===== config.mk =====
export PLATFORM = sky130hd
export DESIGN_NAME = leitor_vga_quadro
export DESIGN_NICKNAME = d
export VERILOG_FILES = /design/src/rtl/leitor_vga_quadro.sv
export SDC_FILE = /design/constraint.sdc
export NUM_CORES = 1
export LEC_CHECK = 0
export BUFFER_PORTS_ARGS = -buffer_cell sky130_fd_sc_hd__buf_2
export CAP_MARGIN = 20
export CORE_MARGIN = 2
export CORE_UTILIZATION = 31
export CTS_BUF_LIST = sky130_fd_sc_hd__clkbuf_4
export DETAILED_ROUTE_END_ITERATION = 6
export HOLD_SLACK_MARGIN = 0.03
export PLACE_DENSITY = 0.47
export SYNTH_ARGS = -nofsm -noshare
export SYNTH_HDL_FRONTEND = slang
export SYNTH_SLANG_ARGS = --single-unit

===== constraint.sdc =====
create_clock -name clock -period 4.2 [get_ports clock]
set_input_delay 0.84 -clock clock [delete_from_list [all_inputs] [get_ports clock]]
set_output_delay 0.84 -clock clock [all_outputs]
set_load 0.05 [all_outputs]

===== src/rtl/leitor_vga_quadro.sv =====
// VGA scan-out of a centred stored frame: timing counters, running RAM address,
// and a two-tick pipeline that keeps syncs aligned with the fetched pixel.
module leitor_vga_quadro #(
    parameter int H_ATIVO  = 640,
    parameter int H_FRENTE = 16,
    parameter int H_SINC   = 96,
    parameter int H_TRAS   = 48,
    parameter int V_ATIVO  = 480,
    parameter int V_FRENTE = 10,
    parameter int V_SINC   = 2,
    parameter int V_TRAS   = 33,
    parameter int IMG_LARG = 320,
    parameter int IMG_ALT  = 240,
    parameter int ADDR_W   = 17
) (
    input  logic              clock,
    input  logic              reset_n,
    input  logic              pixel_en,
    input  logic              banco_sel,
    output logic              banco_ativo,
    output logic [ADDR_W-1:0] endereco,
    output logic              rden,
    input  logic [7:0]        q_a,
    input  logic [7:0]        q_b,
    output logic [7:0]        vga_r,
    output logic [7:0]        vga_g,
    output logic [7:0]        vga_b,
    output logic              hsync,
    output logic              vsync,
    output logic              blank_n,
    output logic              quadro_inicio
);
    localparam int H_TOTAL = H_ATIVO + H_FRENTE + H_SINC + H_TRAS;
    localparam int V_TOTAL = V_ATIVO + V_FRENTE + V_SINC + V_TRAS;
    localparam int HW      = $clog2(H_TOTAL);
    localparam int VW      = $clog2(V_TOTAL);
    localparam int OFF_X   = (H_ATIVO - IMG_LARG) / 2;
    localparam int OFF_Y   = (V_ATIVO - IMG_ALT) / 2;

    localparam logic [HW-1:0] H_ULT  = HW'(H_TOTAL - 1);
    localparam logic [HW-1:0] HA_ULT = HW'(H_ATIVO - 1);
    localparam logic [HW-1:0] HS_INI = HW'(H_ATIVO + H_FRENTE);
    localparam logic [HW-1:0] HS_FIM = HW'(H_ATIVO + H_FRENTE + H_SINC - 1);
    localparam logic [HW-1:0] JX_INI = HW'(OFF_X);
    localparam logic [HW-1:0] JX_FIM = HW'(OFF_X + IMG_LARG - 1);
    localparam logic [VW-1:0] V_ULT  = VW'(V_TOTAL - 1);
    localparam logic [VW-1:0] VA_ULT = VW'(V_ATIVO - 1);
    localparam logic [VW-1:0] VS_INI = VW'(V_ATIVO + V_FRENTE);
    localparam logic [VW-1:0] VS_FIM = VW'(V_ATIVO + V_FRENTE + V_SINC - 1);
    localparam logic [VW-1:0] JY_INI = VW'(OFF_Y);
    localparam logic [VW-1:0] JY_FIM = VW'(OFF_Y + IMG_ALT - 1);

    logic [HW-1:0]     h_q, h_d;
    logic [VW-1:0]     v_q, v_d;
    logic              prim_q;
    logic [ADDR_W-1:0] prox_q;
    logic [ADDR_W-1:0] end_q;
    logic              rden_q, banco_q, qi_q;
    logic [1:0]        hs_pipe_q, vs_pipe_q, bl_pipe_q;
    logic              hs_q, vs_q, bl_q;
    logic [7:0]        pix_q, rgb_q;
    logic              janela_d, inicio_d, hs_d, vs_d, bl_d;

    // prim_q makes the first tick after reset land on (0,0) rather than skip it
    always_comb begin
        h_d = h_q;
        v_d = v_q;
        if (!prim_q) begin
            if (h_q == H_ULT) begin
                h_d = '0;
                v_d = (v_q == V_ULT) ? '0 : v_q + 1'b1;
            end else begin
                h_d = h_q + 1'b1;
            end
        end
        inicio_d = (h_d == '0) && (v_d == '0);
        janela_d = (h_d >= JX_INI) && (h_d <= JX_FIM) && (v_d >= JY_INI) && (v_d <= JY_FIM);
        hs_d     = !((h_d >= HS_INI) && (h_d <= HS_FIM));
        vs_d     = !((v_d >= VS_INI) && (v_d <= VS_FIM));
        bl_d     = (h_d <= HA_ULT) && (v_d <= VA_ULT);
    end

    always_ff @(posedge clock or negedge reset_n) begin
        if (!reset_n) begin
            h_q       <= '0;
            v_q       <= '0;
            prim_q    <= 1'b1;
            prox_q    <= '0;
            end_q     <= '0;
            rden_q    <= 1'b0;
            banco_q   <= 1'b0;
            hs_pipe_q <= 2'b11;
            vs_pipe_q <= 2'b11;
            bl_pipe_q <= 2'b00;
            hs_q      <= 1'b1;
            vs_q      <= 1'b1;
            bl_q      <= 1'b0;
            pix_q     <= 8'h00;
            rgb_q     <= 8'h00;
        end else if (pixel_en) begin
            prim_q <= 1'b0;
            h_q    <= h_d;
            v_q    <= v_d;
            rden_q <= janela_d;
            if (inicio_d) begin
                end_q   <= '0;
                prox_q  <= '0;
                banco_q <= banco_sel;
            end else if (janela_d) begin
                end_q  <= prox_q;
                prox_q <= prox_q + 1'b1;
            end
            // RAM data for the previous position has settled by this tick
            pix_q     <= rden_q ? (banco_q ? q_b : q_a) : 8'h00;
            rgb_q     <= pix_q;
            hs_pipe_q <= {hs_pipe_q[0], hs_d};
            vs_pipe_q <= {vs_pipe_q[0], vs_d};
            bl_pipe_q <= {bl_pipe_q[0], bl_d};
            hs_q      <= hs_pipe_q[1];
            vs_q      <= vs_pipe_q[1];
            bl_q      <= bl_pipe_q[1];
        end
    end

    always_ff @(posedge clock or negedge reset_n) begin
        if (!reset_n) qi_q <= 1'b0;
        else          qi_q <= pixel_en && inicio_d;
    end

    assign banco_ativo   = banco_q;
    assign endereco      = end_q;
    assign rden          = rden_q;
    assign vga_r         = rgb_q;
    assign vga_g         = rgb_q;
    assign vga_b         = rgb_q;
    assign hsync         = hs_q;
    assign vsync         = vs_q;
    assign blank_n       = bl_q;
    assign quadro_inicio = qi_q;
endmodule


# Yosys cells after proc, flatten, opt, wreduce, memory -nomap -nowiden
# Cells that the tools add are included.
# W data, S select, Z words.
# op_classes
add_sub_neg,3
n_lt_le_gt_ge,10
n_eq_ne,2
mux,11
reduce_logical,15
# op_table
cell,count
$mux W17,4
$mux W10,5
$le A10 B9 Y1 const B,4
$add A10 B1 Y10 const B,2
$eq A10 B10 Y1 const B,2
$le A10 B10 Y1 const B,2
$logic_not A10 Y1,2
$add A17 B1 Y17 const B,1
$mux W8,2
$ge A10 B10 Y1 const B,1
$ge A10 B7 Y1 const B,1
$ge A10 B8 Y1 const B,1
$ge A10 B9 Y1 const B,1
$logic_and A1 B1 Y1,8
$reduce_and A2 Y1,2
$logic_not A1 Y1,2
$reduce_bool A2 Y1,1
# totals
ff_bits,83
in_bits,20

# Logic depth before layout (Yosys ltp)
# depth
word_depth,9
ltp_mapped,12
mapped_depth_nobuf,10

# Least setup slack after synthesis
# Ideal clock, no wire load.
# synth_path
path_type,register to register
from,register h_q[0]
to,register banco_q (netlist: banco_ativo)
setup_ps,125
arrival_time_ps,3214
setup_slack_ps,861
path_stages_with_launch,12
period_less_slack_ps,3339
cell_sequence,dfrtp_1 > ha_1 > nand4b_4 > buf_4 > nor4_1 > mux2i_1 > o211ai_2 > or4_4 > or3_1 > buf_6 > nor2_8 > mux2_4
# synth_between
elab_chain_cells,6
elab_cells_between_ends,10
cone_classes,add/sub: 1; eq/ne: 1; mux: 4; reduce/logical: 4
# synth_rtl
item,line_no,text
"start, declared",53,"logic [HW-1:0] h_q, h_d;"
"start signal, assigned",85,h_q <= '0;
"start signal, assigned",102,h_q <= h_d;
$add A10 B1 Y10 / $eq A10 B10 Y1 (equally long branches),"73, 69",
$mux W10,69,if (h_q == H_ULT) begin
$mux W10,68,if (!prim_q) begin
$logic_not A10 Y1,76,inicio_d = (h_d == '0) && (v_d == '0);
$logic_and A1 B1 Y1 *,76,
$reduce_and A2 Y1 (no line) *,-,
"end signal, assigned",108,banco_q <= banco_sel;
"end, declared",58,"logic rden_q, banco_q, qi_q;"
# Mark *: on every way between the ends. The rest lies on a longest branch, timed or not.
# A chain may end at the register's enable or synchronous reset.

# Worst setup path after layout
# Same ends and word-level chain as after synthesis.

==> run metrics <==
status=finished clean; CP Data Required Time=4.55 ns; CP Class=reg -> reg; P_leak=2.42 nW; Detailed Routing Iterations Pass 1=4; vias in the first global route=3687; DP HPWL=7710 um; H-tree Lvls=3; CTS tree=yes; multiplexer area fraction after synthesis=6.42%; fin worst setup slack=0.375 ns; post-layout util=35.1%; register area share after synthesis=43.9%; clock latency on the worst-skew pair=0.47 ns; Area Growth Syn to Fin=11.5%; Pwr Total=2.17 mW; RSZ-0062 raised after global routing=false; Worst-path clk slew=0.14 ns; Worst EP arrival=4.18 ns; largest cells by area after synthesis=dfrtp_1 40%, dfstp_2 3.9%, mux2_2 3.8%; Inst Count DP=692; period utilisation layout=91.1%; vias per cell=5.24; # DRC=0; global-route wire length before repair=18700 um; Total GRT Usage=14.4%; Max Slew Vio Count=0; Post-Route WL=11200 um; yosys warns=0; XOR/XNOR Fraction of Synth Area=3.13%; layout cells sized above 1=26.5%; die width=128 um; synth unique cells=74; Num CTS Buffers=9; Gates resized, CTS repair=0; nets=539; worst vdd ir=0.173 mV; starting density of the core=31.5%; post-DR wirelength/cell=15.8 um; GP Congestion=0.862; skew final=0.0266 ns; M2 GR Usage=22.6%; number of synthesized flops with an enable pin=0; clock buffer depth=2; FF-to-FF End=banco_ativo; PortBufs=66; Hold Crit Class=in -> async; M1 GR Usage=19.4%; most frequent cells after synthesis=76 x dfrtp_1, 43 x nand2_1, 24 x nand3_1; dpl ws=0.417 ns; clk root buf=clkbuf_4; non-filler cells in the finished layout=708; adder-cell area share of the yosys netlist=1.05%; register bit count reported by yosys=83; post-CTS setup buffer count=0; met3 usage=3.26%; mean post-synth cell area=10.0 um2; post-synthesis compound-gate area fraction=17.3%; Max-cap violations=0; global route overflow=0; worst slew pin tran=0.842 ns; antenna viol nets, final=0; synthesized net count=497; die span in y=128 um; Slew HR=43.9%; PwrDens=410 nW/um2; diodes inserted=0; initial antenna violation count=0; 1st-iter DRT viols=266; FF-to-FF Start=h_q[0]; Hold-fix buffers, CTS=0; full die area=16300 um2; # rows=45; Synth Cell Area=4750 um2; Vias=3707; ys flop type=dfrtp_1; Cells after Synth=473; setup tns final=0 ns; simple-gate area share of the yosys netlist=21.1%; reg2reg setup slack=0.38 ns; share of the synthesized area in the top cell type=40.0%; clock sinks=83; CP max FO=11; Crit. End Element=register; crit start category=register; Ports=67; f_max=261 MHz; Final Hold Violating Endpoints=0; largest net degree at the start of global routing=62; core box area=15100 um2; largest family of logic cells by synthesized area=simple AND/OR/NAND/NOR gates; Final min period=3.82 ns; Yosys top cell by area=dfrtp_1; dominant cell by count in the synthesized netlist=dfrtp_1; most crowded layer after global routing=met2; Reg2Reg Depth=9; Async SR Flop Fraction=100%; final setup violation count=0
[worst max path at each step]
stage	from	endpoint	slack, ns
3_3_place_gp	h_q[0]	banco_ativo	0.53
3_5_place_dp	h_q[0]	banco_ativo	0.42
2_1_floorplan	h_q[0]	banco_ativo	0.86
6_report	h_q[0]	banco_ativo	0.38
4_1_cts	h_q[0]	endereco[2]	0.40
5_1_grt	h_q[0]	endereco[3]	0.01
[cell usage in the layout (no fill, tap or decap), types with 14 or more instances in the layout]
cell,instances
buf_2,65
nand3_1,24
dfrtp_1,76
xnor2_1,15
mux2_2,16
a21oi_1,15
a22o_1,20
nand2_1,43
inv_1,14
o21ai_0,15
nor2_1,23
[area by class of cell]
type                       count  area, um2
clock buffer                  10       75.1
clock inverter                 6       90.1
fill                        1548       9790
inverter                      15       56.3
multi-input combinational    328       2340
sequential                    83       2090
tap                          188        235
timing repair buffer          78        423
[worst max-delay path, cell delays in order (launching register included)]
cell,delay [ns]
dfrtp_1,0.49
ha_1,0.30
nand4b_4,0.23
nor4_1,0.42
mux2i_1,0.44
o211ai_2,0.18
or4_4,0.58
or3_1,0.60
nor2_8,0.17
mux2_4,0.30
[through the flow]
stage / hold slack, ns / instance area, um2
after floorplan: 0.448 / 4750
after global placement: 0.465 / 5140
after detailed placement: 0.474 / 5140
after CTS: 0.435 / 5300
after global routing: 0.471 / 5300
final: 0.442 / 5300
[sequential cells by signal, summed over array words and instances (netlist names), 2 cells and up]
| signal | flops |
|---|---|
| endereco | 17 |
| prox_q | 17 |
| h_q | 10 |
| v_q | 10 |
| pix_q | 8 |
| vga_b | 8 |
| bl_pipe_q | 2 |
| hs_pipe_q | 2 |
| vs_pipe_q | 2 |
[cells by family after synthesis]
| group | after synthesis |
|---|---|
| AO/OA/AOI/OAI | 110 |
| buffers and inverters | 62 |
| multiplexers | 28 |
| adder cells (fa/ha/maj) | 4 |
| XOR/XNOR | 17 |
| AND/OR/NAND/NOR | 169 |
| flip-flops | 83 |
[per-layer routing]
metal,vias to the layer above,share of wire (%)
li1,1818,-
met1,1788,48
met2,88,46
met3,13,4.3
met4,0,1.4
met5,-,0
[report_power, final]
| part | total [mW] | switching [mW] | internal, mW |
|---|---|---|---|
| Sequential | 1.02 | 0.129 | 0.889 |
| Combinational | 0.609 | 0.389 | 0.219 |
| Clock | 0.548 | 0.298 | 0.250 |
| Total | 2.17 | 0.816 | 1.36 |
(Power assumes the default switching activity.)
